==> config.mk <==
export PLATFORM = sky130hd
export DESIGN_NAME = reg_bank_controller
export DESIGN_NICKNAME = d
export VERILOG_FILES = /design/src/rtl/reg_bank_controller.sv
export SDC_FILE = /design/constraint.sdc
export NUM_CORES = 1
export LEC_CHECK = 0
export ABC_AREA = 1
export CORE_UTILIZATION = 39
export DETAILED_ROUTE_END_ITERATION = 10
export PLACE_DENSITY = 0.74
export SYNTH_ARGS = -nofsm -noshare
export SYNTH_HDL_FRONTEND = slang
export SYNTH_SLANG_ARGS = --single-unit
export TNS_END_PERCENT = 100
==> constraint.sdc <==
create_clock -name Clock -period 4.2 [get_ports Clock]
set_input_delay 1.05 -clock Clock [delete_from_list [all_inputs] [get_ports Clock]]
set_output_delay 1.05 -clock Clock [all_outputs]
set_load 0.005 [all_outputs]
==> src/rtl/reg_bank_controller.sv <==
// Command-side master for a bank of 16-bit E/FunSel/I/Q registers: load, clear, inc/dec xK, read-back.
// Optional macro CMD_SATURATE_EN: stop inc at 0xFFFF / dec at 0x0000 instead of letting the register wrap.
module reg_bank_controller #(
    parameter int unsigned NUM_REGS = 4,
    parameter int unsigned CNT_W    = 8
) (
    input  logic                     Clock,
    input  logic                     Reset,
    input  logic                     CmdValid,
    output logic                     CmdReady,
    input  logic [1:0]               CmdOp,
    input  logic [3:0]               CmdSel,
    input  logic [15:0]              CmdData,
    input  logic [CNT_W-1:0]         CmdCount,
    output logic [NUM_REGS-1:0]      RegE,
    output logic [1:0]               RegFunSel,
    output logic [15:0]              RegI,
    input  logic [16*NUM_REGS-1:0]   RegQ,
    output logic                     RspValid,
    input  logic                     RspReady,
    output logic [15:0]              RspData,
    output logic                     RspErr,
    output logic                     RspSat
);
    localparam int unsigned SEL_W  = 4;
    localparam int unsigned DATA_W = 16;

    typedef enum logic [1:0] {IDLE, ISSUE, CAPTURE, RESP} state_t;

    state_t             state;
    logic [SEL_W-1:0]   sel_r;
    logic [CNT_W-1:0]   remaining;
    logic               err_r;
    logic               sat_r;
    logic [DATA_W-1:0]  sel_q_c;
    logic               cmd_err_c;
    logic               sat_start_c;
    logic               sat_issue_c;

    // Read-back mux for the latched target register
    always_comb begin
        sel_q_c = '0;
        for (int unsigned i = 0; i < NUM_REGS; i++) begin
            if (sel_r == SEL_W'(i)) sel_q_c = RegQ[DATA_W*i +: DATA_W];
        end
    end

    assign cmd_err_c = (32'(CmdSel) >= NUM_REGS);

`ifdef CMD_SATURATE_EN
    logic [1:0]        op_r;
    logic [DATA_W-1:0] cmd_q_c;

    always_comb begin
        cmd_q_c = '0;
        for (int unsigned i = 0; i < NUM_REGS; i++) begin
            if (CmdSel == SEL_W'(i)) cmd_q_c = RegQ[DATA_W*i +: DATA_W];
        end
    end

    // RegE is registered, so during an issue cycle RegQ is the pre-issue value:
    // the next issue would overshoot when this one lands exactly on the limit.
    always_comb begin
        sat_start_c = ((CmdOp == 2'b01) && (cmd_q_c == 16'hFFFF)) ||
                      ((CmdOp == 2'b00) && (cmd_q_c == 16'h0000));
        sat_issue_c = ((op_r == 2'b01) && (sel_q_c == 16'hFFFE)) ||
                      ((op_r == 2'b00) && (sel_q_c == 16'h0001));
    end
`else
    assign sat_start_c = 1'b0;
    assign sat_issue_c = 1'b0;
`endif

    // Command FSM; all outputs registered
    always_ff @(posedge Clock or negedge Reset) begin
        if (!Reset) begin
            state     <= IDLE;
            CmdReady  <= 1'b0;
            RegE      <= '0;
            RegFunSel <= 2'b00;
            RegI      <= '0;
            RspValid  <= 1'b0;
            RspData   <= '0;
            RspErr    <= 1'b0;
            RspSat    <= 1'b0;
            sel_r     <= '0;
            remaining <= '0;
            err_r     <= 1'b0;
            sat_r     <= 1'b0;
`ifdef CMD_SATURATE_EN
            op_r      <= 2'b00;
`endif
        end else begin
            case (state)
                IDLE: begin
                    CmdReady <= 1'b1;
                    if (CmdValid && CmdReady) begin
                        CmdReady <= 1'b0;
                        sel_r    <= CmdSel;
                        err_r    <= cmd_err_c;
                        sat_r    <= 1'b0;
`ifdef CMD_SATURATE_EN
                        op_r     <= CmdOp;
`endif
                        if (cmd_err_c || (!CmdOp[1] && (CmdCount == '0))) begin
                            state <= CAPTURE;
                        end else if (sat_start_c) begin
                            sat_r <= 1'b1;
                            state <= CAPTURE;
                        end else begin
                            state     <= ISSUE;
                            RegE      <= NUM_REGS'(1) << CmdSel;
                            RegFunSel <= CmdOp;
                            RegI      <= (CmdOp == 2'b10) ? CmdData : 16'h0000;
                            remaining <= CmdOp[1] ? CNT_W'(1) : CmdCount;
                        end
                    end
                end
                ISSUE: begin
                    if ((remaining == CNT_W'(1)) || sat_issue_c) begin
                        sat_r     <= sat_issue_c && (remaining != CNT_W'(1));
                        state     <= CAPTURE;
                        RegE      <= '0;
                        RegFunSel <= 2'b00;
                        RegI      <= '0;
                    end else begin
                        remaining <= remaining - CNT_W'(1);
                    end
                end
                CAPTURE: begin
                    RspData  <= err_r ? 16'h0000 : sel_q_c;
                    RspErr   <= err_r;
                    RspSat   <= sat_r;
                    RspValid <= 1'b1;
                    state    <= RESP;
                end
                RESP: begin
                    if (RspReady) begin
                        RspValid <= 1'b0;
                        CmdReady <= 1'b1;
                        state    <= IDLE;
                    end
                end
                default: state <= IDLE;
            endcase
        end
    end

endmodule

# Yosys cells after proc, flatten, opt, wreduce, memory -nomap -nowiden
# Cells that the tools add are included.
[op_classes] bitwise=0 n_mul=0 order_cmp=1 eq_ne=13 div_mod_pow=0 muxes=36 reduce_logical=17 shifts=1 addsub=1
[op_table] op="16-bit 2-to-1 mux" n=9
[op_table] op="8-bit 2-to-1 mux" n=4
[op_table] op="16-bit one-hot mux with 2 select lines" n=1
[op_table] op="8-bit one-hot mux with 2 select lines" n=1
[op_table] op="2-bit 2-to-1 mux" n=7
[op_table] op="4-bit 2-to-1 mux" n=3
[op_table] op="2-bit inequality test, second input constant" n=5
[op_table] op="4-bit by 2-bit == test with 1-bit output, second input constant" n=2
[op_table] op="8-bit by 1-bit == test with 1-bit output, second input constant" n=1
[op_table] op="8-bit zero test" n=1
[op_table] op="2-bit one-hot mux with 4 select lines" n=1
[op_table] op="4-bit one-hot mux with 2 select lines" n=1
[op_table] op="4-bit AND reduction" n=2
[op_table] op="8-bit by 1-bit subtractor with 8-bit output, second input constant" n=1
[op_table] op="2-bit == test, second input constant" n=3
[op_table] op="1-bit one-hot mux with 2 select lines" n=3
[op_table] op="2-bit AND reduction" n=3
[op_table] op="3-bit AND reduction" n=2
[op_table] op="2-bit nonzero test" n=3
[op_table] op="1-bit 2-to-1 mux" n=5
[op_table] op="4-bit by 1-bit == test with 1-bit output, second input constant" n=1
[op_table] op="4-bit by 3-bit greater-or-equal comparator with 1-bit output, second input constant" n=1
[op_table] op="4-bit zero test" n=1
[op_table] op="2-bit one-hot mux with 2 select lines" n=1
[op_table] op="6 further kinds" n=7
[totals] in_bits=98 mem_bits_ro=0 memories=0 latch_bits=0 ramBits=0 reg_bits=58

# Logic depth before layout (Yosys ltp)
# Gate-level depths: netlist of the first run.
[logic_depth] depth_word=6 depth_mapped=12 mapped_depth_nobuf=11

# Worst setup path before layout of the first run
# OpenSTA, ideal clock, no wires.
[synth_timing] path_type="input -> register" from="input CmdCount[3]" to="register remaining[0]" stages=7 n_path_buf=1 arrival_ns=1.835 required_ns=4.083 path_slack_ns=2.249 cell_sequence="nor2_1 > nand3_1 > o21ai_0 > nand2_1 > buf_2 > nand3_1 > nand2_1"
[synth_between] elab_chain_cells=5
[synth_rtl] element="from (decl)" line_no="14" rtl="input logic [CNT_W-1:0] CmdCount,"
[synth_rtl] element="8-bit zero test" line_no="105" rtl="if (cmd_err_c || (!CmdOp[1] && (CmdCount == '0))) begin"
[synth_rtl] element="1-bit logical AND" line_no="105"
[synth_rtl] element="1-bit logical OR" line_no="105"
[synth_rtl] element="2-bit inequality test (no source line)"
[synth_rtl] element="4-bit AND reduction (no source line)"
[synth_rtl] element="to (signal assigned)" line_no="115" rtl="remaining <= CmdOp[1] ? CNT_W'(1) : CmdCount;"
[synth_rtl] element="to (signal assigned)" line_no="127" rtl="remaining <= remaining - CNT_W'(1);"
[synth_rtl] element="to (decl)" line_no="32" rtl="logic [CNT_W-1:0] remaining;"
# No other way between the ends.
# A chain may end at the register's enable or synchronous reset.

# Final worst setup path of the first run
[layout_timing] from="input CmdCount[3]" to="register remaining[5]"
# Same word-level chain as after synthesis.

==> results.txt, run 1 <==
----------------------------------------------------
[Run status]
  Run status ... finished clean

[Setup path]
  Capturing element type of the critical path ... register
  Required time of the critical path ... 4.40 ns
  Cells on worst reg2reg path ... 9
  Worst setup path class ... primary input to register
  Worst R2R Setup Slack ... between 2 and 2.5 ns
  Worst reg2reg path endpoint ... remaining[5]
  Critical path startpoint category ... primary input
  CP arrival ... 2.83 ns
  Critical path fanouts, max ... 18
  Origin of the critical flop-to-flop path ... state[1]

[Min path]
  Cell depth of the worst min-delay path ... 2
  Worst min-delay path endpoint ... RegI[14]
  Hold Crit Start ... RegI[14]
  Hold WC Path Type ... register to register

[STA]
  Worst slew margin ... 32.72%
  Pins over their slew limit ... 0
  Hold slack final ... between 0.4 and 0.5 ns
  Unrepaired setup endpoints after global routing ... no
  Final-report hold violation count ... 0
  Post-route clock skew ... 0.007321 ns
  Period utilisation layout ... a little over three fifths
  Shortest clock period the worst path allows after layout ... 2.626 ns
  Highest clock rate ... ~380 MHz
  Total of endpoints with negative setup slack in the final report ... 0
  Final total negative setup slack ... 0 ns
  Slew at the pin with the worst max-slew slack ... about 1 ns

[Final layout]
  Post-layout util ... 58.85%
  Fillers ... about 760
  Synth-to-Final Area Change ... 46.01%
  Multi-input logic area ... 1620 sq um
  Fraction of final layout cells sized beyond drive strength 1 ... slightly above 4%
  Area taken by flip-flops and latches ... 1401 sq um
  Final-stage net count ... 712
  Antenna diode count ... 0

[Routing]
  Drt wl/cell ... 12.50 um
  Count of antenna-violating nets left after detailed routing ... 0
  Routed wire length ... between 8000 and 9000 um
  Via density per instance ... 4.784
  Total vias in the final route ... 3,416
  Count of unresolved DRC violations after routing ... 0
  First-iteration detailed-routing DRC count ... 120
  Number of detailed-routing iterations run before antenna repair ... 4

[Clock network]
  Clock tree from TritonCTS ... done
  Deepest level of the CTS H-tree ... 2
  Clk Latency, worst-skew pair ... 0.31 ns
  Inserted Clock Buffers ... 5
  Buffer count from post-CTS setup fixing ... 0
  Clock-pin slew reported for the worst setup and hold paths after clock tree synthesis ... 0.11 ns
  TritonCTS Sinks ... 56
  Hold bufs inserted after CTS ... 0
  Post-cts resize count ... 0
  Clock tree buffer depth ... 2
  CTS root buf ... sky130_fd_sc_hd__clkbuf_8

[Global routing]
  Initial antenna violation count ... 0
  Global-route usage over all layers ... 20.61%
  GR Overflow Total ... 0
  Via count of the first global-routing pass ... around 3,200
  Wire length of the first global-routing pass ... 14,470 um
  Maximum number of pins on one net before global-route repair ... 32

[Power]
  P per Cell Area ... ~570 nW/um^2
  IR Drop Worst-Case VDD ... 0.0002372 V
  Static power due to leakage ... between 2 and 2.5 nW
  Final Total Pwr ... 2.755 mW

[Floorplan]
  Number of cell rows ... 33
  Effective utilization at floorplan ... between 40 and 50%
  Die width ... 94.15 um
  I/O pins ... 140
  Die span in y ... between 90 and 100 um
  Floorplan die area ... 8864 sq um
  Placeable core area ... a little over 8000 sq um

[Synth]
  Distinct cells, synth ... 27
  Area share of the largest cell type after synthesis ... ~42%
  Main flop type after synthesis ... sky130_fd_sc_hd__dfrtp_1
  Post-synth top cells ... 185 x sky130_fd_sc_hd__nand2_1, 56 x sky130_fd_sc_hd__dfrtp_1, 54 x sky130_fd_sc_hd__nor2_1, 48 x sky130_fd_sc_hd__nand3_1, 42 x sky130_fd_sc_hd__inv_1
  Number of instances in the synthesized netlist ... 479
  Fraction of registers with async set/reset ... 100.0%
  Synthesized netlist net count ... 583
  Cell with the most instances after synthesis ... sky130_fd_sc_hd__nand2_1
  EDFF count, synth ... 0
  Post-synthesis sequential area ratio ... between 40% and 50%
  Post-synthesis instance area ... between 3000 and 4000 sq um
  Number of warnings printed during yosys synthesis ... 0
  Dominant cell type by area after synthesis ... sky130_fd_sc_hd__dfrtp_1
  Area contributors post-synth ... sky130_fd_sc_hd__dfrtp_1 42%, sky130_fd_sc_hd__nand2_1 21%, sky130_fd_sc_hd__nand3_1 7.3%
  Avg Synthesized Cell Area ... roughly 6.9 sq um
  Number of synthesized register bits ... 56

[Place]
  Port buffer count ... approximately 140
  Routability cong. ... between 0.8 and 0.9
  Post-DP HPWL ... 6943 um

[Run]
  Maximum Capacitance Violations ... 0

----------------------------------------------------
-- metal layers --
| layer | global-route usage (%) | wire [um] | vias up |
|---|---|---|---|
| met1 | 23.67 | 3709 | 1535 |
| li1 | - | - | 1751 |
| met5 | 0 | 0 | - |
| met3 | 5.987 | 663 | 10 |
| met2 | 37.14 | 4433 | 120 |
| met4 | 5.128 | 120 | 0 |
-- power breakdown --
part	switching [mW]	internal, mW
clock	0.185	0.181
combinational	0.847	0.635
sequential	0.166	0.740
-- sequential cells by signal, indices dropped and copies added, names as in the netlist --
| register | cells |
|---|---|
| RegI | 16 |
| RspData | 16 |
| remaining | 8 |
| RegE | 4 |
| sel_r | 4 |
| RegFunSel | 2 |
| state | 2 |
| CmdReady | 1 |
| RspErr | 1 |
| RspValid | 1 |
| err_r | 1 |
-- metrics by stage --
step	setup WS [ns]	std cells	cell area, sq um
final	1.574	714	4836
after global routing	1.490	714	4836
after CTS	1.609	714	4836
after detailed placement	1.293	706	4721
after global placement	1.323	706	4721
after floorplan	2.249	479	3312
-- placed cells by master (no fill, tap or decap), drive strengths merged --
| master | Yosys | final |
|---|---|---|
| nand2 | 188 | 188 |
| nor3 | 1 | 1 |
| a22oi | 1 | 1 |
| clkbuf | 3 | 5 |
| o21ai | 38 | 38 |
| buf | 15 | 3 |
| clkdlybuf4s50 | 0 | 137 |
| dfrtp | 56 | 56 |
| bufinv | 0 | 1 |
| ha | 6 | 6 |
| nand3 | 48 | 48 |
| nand4 | 1 | 1 |
| a21oi | 1 | 1 |
| clkinv | 0 | 1 |
| inv | 47 | 48 |
| conb | 1 | 1 |
| nand3b | 1 | 1 |
| nor2 | 58 | 58 |
| or2 | 1 | 1 |
| o21a | 7 | 7 |
| o211ai | 6 | 6 |
-- worst max path at each step --
stage	to	slack [ns]	from	depth (start not counted)
floorplan	remaining[0]	2.25	CmdCount[3]	7
global placement	RegFunSel[1]	1.32	CmdCount[3]	8
detailed placement	RegFunSel[0]	1.29	CmdCount[3]	8
CTS	remaining[5]	1.61	CmdCount[3]	8
global route	remaining[3]	1.49	CmdSel[3]	7
finish	remaining[5]	1.57	CmdCount[3]	8
-- area by class of cell --
type	count	share of cell area [%]
Timing Repair Buffer	140	28.77
Clock buffer	5	1.423
Clock inverter	3	0.9573
Sequential cell	56	28.98
Inverter	47	3.648
Multi-Input combinational cell	358	33.51
Tap cell	105	2.717
-- logic make-up (layout without fill, tap and decap cells) --
family          count (synthesis)  after routing  synth area share, %
fa+ha+maj                       6              6                2.267
flops                          56             56                42.31
simple gates                  298            298                37.48
buf+inv                        65            195                8.765
compound gates                 53             53                9.067
other cells                     1              1               0.1132
-- critical path, cell delays in order --
cell and delay [ns]:
sky130_fd_sc_hd__clkdlybuf4s50_1 0.42, sky130_fd_sc_hd__nor2_1 0.16, sky130_fd_sc_hd__nand3_1 0.09, sky130_fd_sc_hd__o21ai_0 0.15, sky130_fd_sc_hd__nand2_1 0.40, sky130_fd_sc_hd__buf_4 0.37, sky130_fd_sc_hd__nand3_1 0.10, sky130_fd_sc_hd__nand2_1 0.06
No activity file was read; power rests on OpenSTA's default activity.
==> run 2: changes to the inputs <==
Clock period 4.2 ns to 2.58 ns, I/O delays scaled along.
==> run 2 against run 1 <==
Sequential power grew 62%. Clock skew shrank 0.0033 ns. Flip-flop and latch count is the same. Combinational power grew 66%. Core utilization is essentially flat. Non-clock buffer count grew 2. Critical path depth shrank 2. Worst hold slack lost 0.13 ns. Register-to-register slack lost 1.7 ns. Cell count grew 0.28%. Sequential share of layout area is essentially flat. Critical path type is now register to register. Critical endpoint is now RspData[6]. Largest cell class unchanged. Highest routed layer unchanged.
==> results.txt, run 2 (synthesis results as in run 1) <==
----------------------------------------------------
[Floorplan]
  I/O pins ... 140 (unchanged)
  Floorplan die area ... 8864 sq um (unchanged)
  Die width ... 94.15 um (unchanged)
  Number of cell rows ... 33 (unchanged)
  Effective utilization at floorplan ... 40.31% (unchanged)
  Placeable core area ... 8217 sq um (unchanged)
  Die span in y ... 94.15 um (unchanged)

[Routing]
  Count of antenna-violating nets left after detailed routing ... 0 (unchanged)
  Drt wl/cell ... 12.52 um (+0.12%)
  Routed wire length ... 8962 um (+0.40%)
  Total vias in the final route ... 3,465 (+1.4%)
  Via density per instance ... 4.839 (+1.2%)
  Count of unresolved DRC violations after routing ... 0 (unchanged)
  First-iteration detailed-routing DRC count ... 115 (-4.2%)
  Number of detailed-routing iterations run before antenna repair ... 4 (unchanged)

[Global routing]
  Initial antenna violation count ... 0 (unchanged)
  Maximum number of pins on one net before global-route repair ... 31 (-3.1%)
  Global-route usage over all layers ... 21.38% (+0.77 points)
  GR Overflow Total ... 0 (unchanged)
  Via count of the first global-routing pass ... 3,306 (+2.0%)
  Wire length of the first global-routing pass ... 14,920 um (+3.1%)

[Setup path]
  Capturing element type of the critical path ... register
  CP arrival ... 2.42 ns (-0.41 ns)
  Required time of the critical path ... 2.82 ns (-1.58 ns)
  Worst R2R Setup Slack ... 0.40 ns (-1.65 ns)
  Worst setup path class ... register to register
  Worst reg2reg path endpoint ... RspData[6]
  Critical path fanouts, max ... 19 (+1)
  Origin of the critical flop-to-flop path ... state[0]
  Critical path startpoint category ... register
  Cells on worst reg2reg path ... 6 (-3)

[Power]
  P per Cell Area ... 909.3 nW/um^2 (+60%)
  Static power due to leakage ... 2.406 nW (about the same)
  IR Drop Worst-Case VDD ... 0.0003683 V (+55%)

[Clock network]
  Buffer count from post-CTS setup fixing ... 0 (unchanged)
  Post-cts resize count ... 0 (unchanged)
  Clock tree from TritonCTS ... done
  Clock tree buffer depth ... 2 (unchanged)
  Inserted Clock Buffers ... 5 (unchanged)
  Clock-pin slew reported for the worst setup and hold paths after clock tree synthesis ... 0.10 ns (about the same)
  Deepest level of the CTS H-tree ... 2 (unchanged)
  TritonCTS Sinks ... 56 (unchanged)
  Clk Latency, worst-skew pair ... 0.31 ns (about the same)
  Hold bufs inserted after CTS ... 0 (unchanged)
  CTS root buf ... sky130_fd_sc_hd__clkbuf_8

[Final layout]
  Post-route cell area ... 4835 sq um (about the same)
  Synth-to-Final Area Change ... 45.98% (about the same)
  Antenna diode count ... 0 (unchanged)
  Fraction of final layout cells sized beyond drive strength 1 ... 4.255% (+0.15 points)
  Top flop regs ... RegI (16), RspData (16), remaining (8)
  Highest-count cells in the layout ignoring fill and taps ... 185 x sky130_fd_sc_hd__nand2_1, 137 x sky130_fd_sc_hd__clkdlybuf4s50_1, 56 x sky130_fd_sc_hd__dfrtp_1
  Final-stage net count ... 714 (+0.28%)
  Most common library cell in the layout ignoring fill and taps ... sky130_fd_sc_hd__nand2_1

[STA]
  Shortest clock period the worst path allows after layout ... 2.184 ns
  Final-report hold violation count ... 0 (unchanged)
  Total of endpoints with negative setup slack in the final report ... 0 (unchanged)
  Worst slew margin ... 29.32% (-3.4 points)
  Period utilisation layout ... 84.67%
  Unrepaired setup endpoints after global routing ... no
  Pins over their slew limit ... 0 (unchanged)
  Worst-case setup margin in the final layout ... 0.3956 ns (-1.178 ns)
  Highest clock rate ... 457.8 MHz
  Post-route clock skew ... 0.003986 ns (-0.003334 ns)
  Slew at the pin with the worst max-slew slack ... 1.056 ns (+0.05070 ns)
  Final total negative setup slack ... 0 ns (unchanged)

[Place]
  Worst setup slack before clock tree synthesis ... 0.2439 ns (-1.049 ns)
  Routability cong. ... 0.8195 (-0.62%)
  Cell area reported after detailed placement ... 4748 sq um (+0.58%)
  Post-DP HPWL ... 7072 um (+1.9%)
  Port buffer count ... 138 (unchanged)

[Min path]
  Hold WC Path Type ... primary input to async pin

[Run]
  Maximum Capacitance Violations ... 0 (unchanged)

[Run status]
  Run status ... finished clean

----------------------------------------------------
run 2: cell count changes in the layout (fill, tap and decap cells not counted):
cell / previous run / this run
sky130_fd_sc_hd__inv_6: 0 / 1
sky130_fd_sc_hd__inv_8: 1 / 0
sky130_fd_sc_hd__clkbuf_1: 0 / 1
sky130_fd_sc_hd__buf_4: 2 / 3
sky130_fd_sc_hd__bufinv_16: 1 / 0
sky130_fd_sc_hd__buf_12: 0 / 1
run 2: per-stage QoR:
| stage | hold WS, ns | utilization [%] | cells | total power [mW] |
|---|---|---|---|---|
| 2_1_floorplan | 0.3494 | - | 479 | 3.011 |
| 3_3_place_gp | 0.4537 | 57.79 | 708 | 3.885 |
| 3_5_place_dp | 0.4587 | 57.79 | 708 | 3.953 |
| 4_1_cts | 0.3773 | 58.84 | 716 | 4.448 |
| 5_1_grt | 0.4064 | 58.84 | 716 | 4.811 |
| 6_report | 0.3543 | 58.84 | 716 | 4.396 |
run 2: how the worst max path moves through the flow:
stage / start / endpoint / slack (ns)
floorplan: CmdCount[3] / remaining[0] / 1.03
global placement: CmdOp[1] / RegFunSel[1] / 0.21
detailed placement: CmdOp[1] / RegI[1] / 0.24
CTS: state[0] / RspData[6] / 0.35
global route: state[0] / RspData[14] / 0.003
finish: state[0] / RspData[6] / 0.40
run 2: area by class of cell:
class                      instances  area (sq um)
inverter                          47         176.4
clock buffer                       6         72.57
timing repair buffer             142          1419
multi-input combinational        358          1620
fill                             769          3382
sequential                        56          1401
clock inverter                     2         13.76
tap                              105         131.4
run 2: routing by layer:
layer  global-route usage [%]  share of wire [%]
met1                    25.80                 41
met2                    38.22                 51
met5                        0                  0
met4                    3.974               0.30
met3                    5.502                7.7
run 2: worst max-delay path, cell delays in order (launching register included):
cell and delay (ns):
sky130_fd_sc_hd__dfrtp_1 0.42, sky130_fd_sc_hd__inv_1 0.10, sky130_fd_sc_hd__ha_1 0.19, sky130_fd_sc_hd__inv_2 0.16, sky130_fd_sc_hd__nor2_1 0.84, sky130_fd_sc_hd__o21ai_0 0.23
sky130_fd_sc_hd__o21ai_1 0.18
run 2: power breakdown:
| part | internal, mW | switching [mW] |
|---|---|---|
| combinational | 1.06 | 1.39 |
| clock | 0.195 | 0.288 |
| sequential | 1.21 | 0.261 |
| total | 2.46 | 1.94 |
